**config.mk**
```make
export PLATFORM = sky130hd
export DESIGN_NAME = morse_sequencer
export DESIGN_NICKNAME = d
export VERILOG_FILES = /design/src/rtl/morse_pkg.sv /design/src/rtl/morse_unit_timer.sv /design/src/rtl/morse_sequencer.sv
export SDC_FILE = /design/constraint.sdc
export NUM_CORES = 1
export LEC_CHECK = 0
export CAP_MARGIN = 5
export CORE_ASPECT_RATIO = 0.8
export CORE_MARGIN = 2
export CORE_UTILIZATION = 53
export DETAILED_ROUTE_END_ITERATION = 10
export PLACE_DENSITY = 0.76
export SETUP_SLACK_MARGIN = 0.15
export SYNTH_ARGS = -nofsm -noshare
export SYNTH_HDL_FRONTEND = slang
export SYNTH_HIERARCHICAL = 1
export SYNTH_SLANG_ARGS = --single-unit
```
**constraint.sdc**
```tcl
create_clock -name clk -period 2.5 [get_ports clk]
set_input_delay 0.375 -clock clk [delete_from_list [all_inputs] [get_ports clk]]
set_output_delay 0.375 -clock clk [all_outputs]
set_load 0.02 [all_outputs]
```
**src/rtl/morse_pkg.sv**
```systemverilog
// Shared state encoding and Morse timing constants (in units) for morse_sequencer.
package morse_pkg;

  localparam int LEN_W = 3;

  localparam logic [2:0] DIT_UNITS        = 3'd1;
  localparam logic [2:0] DAH_UNITS        = 3'd3;
  localparam logic [2:0] ELEM_GAP_UNITS   = 3'd1;
  localparam logic [2:0] CHAR_GAP_UNITS   = 3'd3;
  localparam logic [2:0] WORD_EXTRA_UNITS = 3'd4;

  typedef enum logic [2:0] {
    IDLE,
    ELEM,
    ELEM_GAP,
    CHAR_GAP,
    WORD_GAP
  } state_t;

endpackage

```
**src/rtl/morse_unit_timer.sv**
```systemverilog
// Unit prescaler: counts 0..UNIT_CYCLES-1 and flags the terminal count; clear restarts a unit.
module morse_unit_timer #(
  parameter int UNIT_CYCLES = 3000000,
  parameter int CNT_WIDTH   = 22
) (
  input  logic clk,
  input  logic rst,
  input  logic clear,
  output logic unit_tick
);

  localparam logic [CNT_WIDTH-1:0] TERM = CNT_WIDTH'(UNIT_CYCLES - 1);

  logic [CNT_WIDTH-1:0] cnt;

  assign unit_tick = (cnt == TERM);

  always_ff @(posedge clk or posedge rst) begin
    if (rst) begin
      cnt <= '0;
    end else if (clear || unit_tick) begin
      cnt <= '0;
    end else begin
      cnt <= cnt + 1'b1;
    end
  end

endmodule

```
**src/rtl/morse_sequencer.sv**
```systemverilog
// Sequences one Morse character into registered dit/dah drive and unit-timed gaps.
// Optional `ABORT_EN adds a synchronous abort input that returns the FSM to IDLE.
module morse_sequencer
  import morse_pkg::*;
#(
  parameter int UNIT_CYCLES = 3000000,
  parameter int CNT_WIDTH   = 22,
  parameter int MAX_LEN     = 6
) (
  input  logic               clk,
  input  logic               rst,
  input  logic               code_valid,
  output logic               code_ready,
  input  logic [LEN_W-1:0]   code_len,
  input  logic [MAX_LEN-1:0] code_bits,
  output logic               dit,
  output logic               dah,
  output logic               busy
`ifdef ABORT_EN
  ,
  input  logic               abort
`endif
);

  state_t             state, state_n;
  logic [1:0]         unit_cnt, unit_cnt_n;
  logic [LEN_W-1:0]   rem, rem_n;
  logic [MAX_LEN-1:0] bits_q, bits_n;
  logic               elem_dah, elem_dah_n;
  logic               dit_n, dah_n;
  logic [2:0]         units;
  logic [LEN_W-1:0]   len_c;
  logic               unit_tick, span_done, take, abort_w, timer_clear;

  morse_unit_timer #(
    .UNIT_CYCLES(UNIT_CYCLES),
    .CNT_WIDTH  (CNT_WIDTH)
  ) u_timer (
    .clk      (clk),
    .rst      (rst),
    .clear    (timer_clear),
    .unit_tick(unit_tick)
  );

  always_comb begin
    state_n    = state;
    rem_n      = rem;
    bits_n     = bits_q;
    elem_dah_n = elem_dah;
    units      = DIT_UNITS;
`ifdef ABORT_EN
    abort_w    = abort;
`else
    abort_w    = 1'b0;
`endif
    take  = (state == IDLE) && code_valid && !abort_w;
    len_c = (code_len > LEN_W'(MAX_LEN)) ? LEN_W'(MAX_LEN) : code_len;

    case (state)
      ELEM:     units = elem_dah ? DAH_UNITS : DIT_UNITS;
      ELEM_GAP: units = ELEM_GAP_UNITS;
      CHAR_GAP: units = CHAR_GAP_UNITS;
      WORD_GAP: units = WORD_EXTRA_UNITS;
      default:  units = DIT_UNITS;
    endcase
    span_done = unit_tick && ({1'b0, unit_cnt} == (units - 3'd1));

    // rem counts elements still to send after the current one; bits_q shifts so bit 0 is current
    case (state)
      IDLE: begin
        if (take) begin
          if (code_len == '0) begin
            state_n = WORD_GAP;
          end else begin
            state_n    = ELEM;
            rem_n      = len_c - 1'b1;
            bits_n     = code_bits;
            elem_dah_n = code_bits[0];
          end
        end
      end
      ELEM: begin
        if (span_done) state_n = (rem == '0) ? CHAR_GAP : ELEM_GAP;
      end
      ELEM_GAP: begin
        if (span_done) begin
          state_n    = ELEM;
          rem_n      = rem - 1'b1;
          bits_n     = bits_q >> 1;
          elem_dah_n = bits_q[1];
        end
      end
      CHAR_GAP, WORD_GAP: begin
        if (span_done) state_n = IDLE;
      end
      default: state_n = IDLE;
    endcase

    if (abort_w) begin
      state_n = IDLE;
      rem_n   = '0;
    end

    timer_clear = (state_n != state) || (state == IDLE);
    if (timer_clear)    unit_cnt_n = 2'd0;
    else if (unit_tick) unit_cnt_n = unit_cnt + 2'd1;
    else                unit_cnt_n = unit_cnt;

    dit_n = (state_n == ELEM) && !elem_dah_n;
    dah_n = (state_n == ELEM) &&  elem_dah_n;
  end

  // Control and output register stage
  always_ff @(posedge clk or posedge rst) begin
    if (rst) begin
      state      <= IDLE;
      unit_cnt   <= 2'd0;
      rem        <= '0;
      dit        <= 1'b0;
      dah        <= 1'b0;
      busy       <= 1'b0;
      code_ready <= 1'b1;
    end else begin
      state      <= state_n;
      unit_cnt   <= unit_cnt_n;
      rem        <= rem_n;
      dit        <= dit_n;
      dah        <= dah_n;
      busy       <= (state_n != IDLE);
      code_ready <= (state_n == IDLE);
    end
  end

  always_ff @(posedge clk) begin
    bits_q   <= bits_n;
    elem_dah <= elem_dah_n;
  end

endmodule
```
==> results of run 1 <==
-- area by class of cell --
| type | count | area share, % |
|---|---|---|
| tap | 57 | 2.45 |
| inverter | 11 | 1.42 |
| multi-input combinational | 174 | 42.7 |
| clock inverter | 3 | 1.59 |
| timing repair buffer | 46 | 14.2 |
| sequential | 40 | 35.2 |
| clock buffer | 5 | 2.37 |
-- cells by family after synthesis --
family	after synthesis	share of synthesized area [%]
buffers and inverters	15	3.27
DFF	40	45.3
adders and majority gates	3	1.66
xor gates and xnor gates	14	5.43
AOI/OAI and AO/OA	35	12.3
and+or+nand+nor	118	29.7
muxes	4	2.38
-- placed cells by master (no fill, tap or decap), types with 4 or more instances in the layout --
| cell | Yosys | final |
|---|---|---|
| a21oi_2 | 8 | 8 |
| buf_4 | 0 | 29 |
| clkbuf_8 | 0 | 5 |
| clkdlybuf4s50_1 | 0 | 15 |
| dfrtp_1 | 33 | 32 |
| edfxtp_1 | 5 | 5 |
| inv_1 | 10 | 9 |
| nand2_1 | 26 | 25 |
| nand3_1 | 12 | 11 |
| nand4_1 | 10 | 10 |
| nor2_1 | 15 | 15 |
| nor2_2 | 11 | 11 |
| nor3_1 | 7 | 7 |
| nor4_1 | 5 | 4 |
| o21ai_0 | 10 | 9 |
| xnor2_1 | 8 | 8 |
| xor2_1 | 6 | 5 |
-- routing by layer --
| layer | routed length, um | part of all wire, % | GRT usage (%) | vias to the layer above |
|---|---|---|---|---|
| li1 | - | - | - | 922 |
| met2 | 2310 | 45 | 34.1 | 47 |
| met3 | 283 | 5.5 | 6.21 | 8 |
| met4 | 51 | 0.99 | 6.36 | 0 |
| met5 | 0 | 0 | 0 | - |
| met1 | 2510 | 49 | 34.8 | 903 |
-- Yosys cell counts (2+ instances only) --
cell type	number
nand4b_1	2
nor3_1	7
o31ai_1	3
mux2i_1	2
inv_1	10
nor2_2	11
nand2_1	26
a21oi_2	8
or3_1	3
a21oi_1	3
nor2b_1	2
nor2_1	15
or3_2	2
edfxtp_1	5
xnor2_1	8
and2_1	2
and4_1	3
o21ai_0	10
nand3_1	12
ha_1	3
xor2_1	6
nand4_1	10
buf_6	2
dfrtp_1	33
and3_1	3
nor4_1	5
buf_2	2
-- flip-flops by register name, indices dropped and copies added, names as in the netlist --
register	count
u_timer/cnt	22
dah	1
bits_q	5
elem_dah	1
busy	1
unit_cnt	2
code_ready	1
rem	3
dit	1
state	3
-- stage by stage --
step	area [um2]	power [mW]	hold WS [ns]
2_1_floorplan	2280	1.36	0.239
3_3_place_gp	2630	1.59	0.488
3_5_place_dp	2630	1.61	0.501
4_1_cts	2860	2.30	0.425
5_1_grt	2910	2.45	0.472
6_report	2910	2.32	0.421
-- repair_timing --
action                                  in CTS  in global routing
cloned                                       1                  0
pin swaps                                    5                  8
endpoints found under the setup margin      16                 28
buffers inserted                             6                  4
gates resized for setup                      8                  4
-- power groups by stage --
stage	registers [mW]	logic, mW	clock network (mW)
after floorplan	0.914	0.442	0
after global routing	0.908	0.959	0.587
final	0.887	0.893	0.544
after detailed placement	0.892	0.718	0
after CTS	0.885	0.860	0.557
after global placement	0.886	0.709	0
-- how the worst min path moves through the flow --
stage	from	to	slack, ns	depth (start not counted)
after global routing	rst	rem[0]	0.47	2
after global placement	bits_q[2]	bits_q[1]	0.49	2
final	rst	unit_cnt[0]	0.42	2
after floorplan	rst	busy	0.24	1
after CTS	rst	rem[0]	0.43	2
after detailed placement	bits_q[2]	bits_q[1]	0.50	2
==> results.cfg, run 1 <==
[outcome]
run_status = complete, no violations

[setup_path]
critical_path_depth_in_cells = 10
number_of_buffers_and_inverters_on_the_critical_path = 3
reg2regPathDepth = 10
slowest_stage = or4b_4
path_delay_family = simple AND/OR/NAND/NOR gates
regToRegStartpoint = u_timer/cnt[11]
worst_setup_path_startpoint = u_timer/cnt[11]
r2r_setup_slack_ns = 0.13
critPathMaxStageDelay_ns = 0.56
cp_max_fo = 7
critical_path_required_time_ns = 2.68
timing_worst_setup_path_type = flop to flop
worst_setup_path_start_kind = flop
crit-reg2reg-capture = u_timer/cnt[17]
crit_path_end = u_timer/cnt[17]
worst_ep_arrival_time_ns = 2.55
critPathCaptureType = flop
cp_cell_sequence = or4b_4, nor4_4, nand2_2, or2_4, nand3_4, inv_2, o41ai_4, buf_4, buf_12, a21oi_2

[sta]
fmax_mhz = 422
grt_setup_unrepaired = yes
setup_total_negative_slack_ns = 0
max_slew_margin_pct = 68.3
finalWorstSetupSlack_ns = 0.132
period_share_pct = 94.7
worst_pin_slew_ns = 0.474
timing_max_transition_violations_final = 0
hold_viol_final = 0
post_layout_minimum_cycle_time_ns = 2.37
setup_viol = 0
worst_skew_ns = 0.00202

[logic_synthesis]
number_of_enable_flip_flop_cells_after_synthesis = 5
synth.top_cells.by_area = dfrtp_1 37%, edfxtp_1 6.7%, nand2_1 4.3%
synth.cell_area_um2 = 2260
post_synth_num_cell_types = 58
post_synth_top_area_share_pct = 36.6
synth_seq_area_share_pct = 45.3
synthesis.area_per_instance_um2 = 9.86
synthCells = 229
synth_flop_cell = dfrtp_1
postSynthNetCount = 244
synth_top_area_cell = dfrtp_1
synth.ff_latch_count = 40
yosys_warnings = 6
postSynth.asyncResetShare_pct = 85.0

[power]
switching_power_uw = 792
clock_power_share_pct = 23.4
internal_power_mw = 1.53
total_leakage_power_nw = 1.26
powerDensity_nw_per_um2 = 800
seq_power_share_pct = 38.2
ir_drop_v = 0.000599
power.switching_fraction_pct = 34.1
combinationalPowerShare_pct = 38.4

[placed_design]
buffer_ports.inserted = 15
dp_cells = 317
hpwl_um = 3520
worst_slack_at_placement_ns = 0.0904
gpl.final_weighted_congestion = 0.857

[clocking]
worst_skew_pair_latency_ns = 0.29
clk_pin_slew_ns = 0.08
cts.path.max_buffers = 2
clock_sink_count = 40
cts.hold.buffers_added = 0
clk_root_buffer_cell = clkbuf_8
cts_tree = built
number_of_buffers_created_by_cts = 5
cts_max_level = 2

[hold_path]
worst_hold_path_class = input port to asynchronous set/reset pin

[die]
fp.dieArea_um2 = 4800
start_util_pct = 54.7
dieWidth_um = 77.0
num_rows = 21
core_region_area_um2 = 4130
floorplan.die.height_um = 62.4
ios = 16

[detailed_routing]
drt.antenna.violating_nets = 0
wl_um = 5150
drt-vias-per-instance = 5.60
total_drc_errors_in_the_routed_layout = 0
wl_per_cell_um = 15.3
dr.first_iter.drc_count = 100
firstDrtPassIters = 4
dr_total_vias = 1880

[final_layout]
finalNonFillerCells = 336
antenna_cells = 0
post_layout_nets = 293
storage_cell_area_um2 = 1020
multi_input_combinational_cell_area_um2 = 1240
layout-drive-gt1-share_pct = 31.5
area_delta_synth_final_pct = 28.8
final_util_pct = 70.5
fill_cells = 319

[run]
cap_viol_max_count = 0

[global_route]
grt_usage_pct = 23.4
via_count_of_the_first_global_routing_pass = 1869
grt_first_pass_wirelength_um = 8790
antenna_found_initial = 0
overall_overflow_remaining_after_global_route = 0
grt_start_max_net_pins = 23
Power figures use the tool's default switching activity.
==> run 2: changes to the inputs <==
--- a/config.mk
+++ b/config.mk
@@ -11,7 +11,6 @@
 export CORE_UTILIZATION = 53
 export DETAILED_ROUTE_END_ITERATION = 10
 export PLACE_DENSITY = 0.76
-export SETUP_SLACK_MARGIN = 0.15
 export SYNTH_ARGS = -nofsm -noshare
 export SYNTH_HDL_FRONTEND = slang
 export SYNTH_HIERARCHICAL = 1
==> results.cfg, run 2 (synthesized netlist as in run 1, its figures left out) <==
[detailed_routing]
wl_um = 4740
drt-vias-per-instance = 5.53
drt.antenna.violating_nets = 0
dr_total_vias = 1865
firstDrtPassIters = 4
dr.first_iter.drc_count = 153
wl_per_cell_um = 14.1
total_drc_errors_in_the_routed_layout = 0

[final_layout]
fill_cells = 323
largestRegisters = u_timer/cnt: 22 flops, bits_q: 5 flops
commonest_non_fill_non_tap_cells_in_the_layout = 32 x dfrtp_1, 31 x buf_4, 26 x nand2_1
layout-drive-gt1-share_pct = 28.6
regMostFlops = u_timer/cnt
antenna_cells = 0
layout_commonest_cell = dfrtp_1
post_layout_nets = 294
number_of_flip_flops_in_the_largest_register = 22
area_delta_synth_final_pct = 24.2

[setup_path]
slowest_stage = dfrtp_1
critical_path_required_time_ns = 2.68
timing_worst_setup_path_type = flop to flop
worst_ep_arrival_time_ns = 2.61
cp_max_fo = 5
critPathMaxStageDelay_ns = 0.40
critPathCaptureType = flop
worst_setup_path_start_kind = flop
cp_cell_sequence = or3b_4, inv_1, ha_1, xor2_2, nand2_1, buf_4, o31ai_1, nor2b_2, inv_2, or2_1
r2r_setup_slack_ns = 0.08

[die]
num_rows = 21
ios = 16
floorplan.die.height_um = 62.4
dieWidth_um = 77.0
start_util_pct = 54.7
core_region_area_um2 = 4130
fp.dieArea_um2 = 4800

[sta]
grt_setup_unrepaired = no
worst_pin_slew_ns = 0.738
finalWorstSetupSlack_ns = 0.0751
worst_skew_ns = 0.00405
post_layout_minimum_cycle_time_ns = 2.42
setup_viol = 0
setup_total_negative_slack_ns = 0
timing_max_transition_violations_final = 0
max_slew_margin_pct = 50.7
fmax_mhz = 412
period_share_pct = 97.0
hold_viol_final = 0

[run]
cap_viol_max_count = 0

[clocking]
clk_root_buffer_cell = clkbuf_8
clk_pin_slew_ns = 0.08
clock_sink_count = 40
worst_skew_pair_latency_ns = 0.29
cts.path.max_buffers = 2
cts_tree = built
cts_max_level = 2
number_of_buffers_created_by_cts = 5
cts.hold.buffers_added = 0

[power]
powerDensity_nw_per_um2 = 771
total_leakage_power_nw = 1.20
ir_drop_v = 0.000546

[hold_path]
worst_hold_path_class = input port to asynchronous set/reset pin

[global_route]
via_count_of_the_first_global_routing_pass = 1667
grt_first_pass_wirelength_um = 7830
overall_overflow_remaining_after_global_route = 0
grt_usage_pct = 21.0
grt_start_max_net_pins = 23
antenna_found_initial = 0

[placed_design]
gpl.final_weighted_congestion = 0.837
hpwl_um = 3430
buffer_ports.inserted = 15
worst_slack_at_placement_ns = 0.0607

[outcome]
run_status = complete, no violations
==> run 2: worst paths after layout <==
| kind | start | end | depth (start not counted) |
|---|---|---|---|
| min reg2reg | bits_q[4] | bits_q[3] | 2 |
| min | rst | unit_cnt[1] | 2 |
| max | state[2] | busy | 10 |
| max in group asynchronous | rst | code_ready | 2 |
| min in group clk | bits_q[4] | bits_q[3] | 2 |
| max reg2reg | state[2] | busy | 10 |
==> run 2: where the power goes <==
| group | internal (mW) | switching [mW] |
|---|---|---|
| clock | 0.194 | 0.227 |
| sequential | 0.785 | 0.0761 |
| combinational | 0.449 | 0.430 |
==> run 2: area by class of cell <==
type	count	area (um2)	share of cell area [%]
Inverter	11	41.3	1.47
Multi-Input combinational cell	174	1180	42.1
Sequential cell	40	1020	36.5
Clock inverter	2	11.3	0.402
Clock buffer	6	72.6	2.59
Tap cell	57	71.3	2.54
Timing Repair Buffer	47	403	14.4
==> run 2: critical path: cells and delay by family (launching register included) <==
family,cells,cell delay (ns)
flops,1,0.40
compound gates,1,0.22
simple gates,4,0.93
fa+ha+maj,1,0.26
buf+inv,3,0.29
xor+xnor,1,0.21
==> run 2: timing repair <==
| action | 4_1_cts | 5_1_grt |
|---|---|---|
| setup buffers | 0 | 9 |
| endpoints found under the setup margin | 3 | 15 |
| pin swaps | 0 | 3 |
| resized for setup | 1 | 2 |
| hold endpoints to repair | 0 | 0 |
==> run 2: per-stage QoR <==
step	hold WS [ns]	area [um2]	instances	utilization (%)	total power [mW]
6_report	0.435	2800	337	67.9	2.16
3_5_place_dp	0.496	2640	320	63.9	1.65
2_1_floorplan	0.239	2260	229	-	1.35
4_1_cts	0.443	2730	328	66.2	2.08
3_3_place_gp	0.490	2640	320	63.9	1.63
5_1_grt	0.468	2800	337	67.9	2.29
==> run 2: layer usage <==
metal | global-route usage (%) | vias to the layer above | routed length (um)
met3 | 3.47 | 7 | 264
li1 | - | 923 | -
met2 | 29.3 | 55 | 2010
met1 | 32.1 | 880 | 2390
met5 | 0 | - | 0
met4 | 9.09 | 0 | 76
==> run 3: changes to the inputs <==
--- a/config.mk
+++ b/config.mk
@@ -10,7 +10,9 @@
 export CORE_MARGIN = 2
 export CORE_UTILIZATION = 53
 export DETAILED_ROUTE_END_ITERATION = 10
+export HOLD_SLACK_MARGIN = 0.06
 export PLACE_DENSITY = 0.76
+export SLEW_MARGIN = 20
 export SYNTH_ARGS = -nofsm -noshare
 export SYNTH_HDL_FRONTEND = slang
 export SYNTH_HIERARCHICAL = 1
==> results of run 3 <==
Final layout, timing and power as in run 2 (identical DEF).
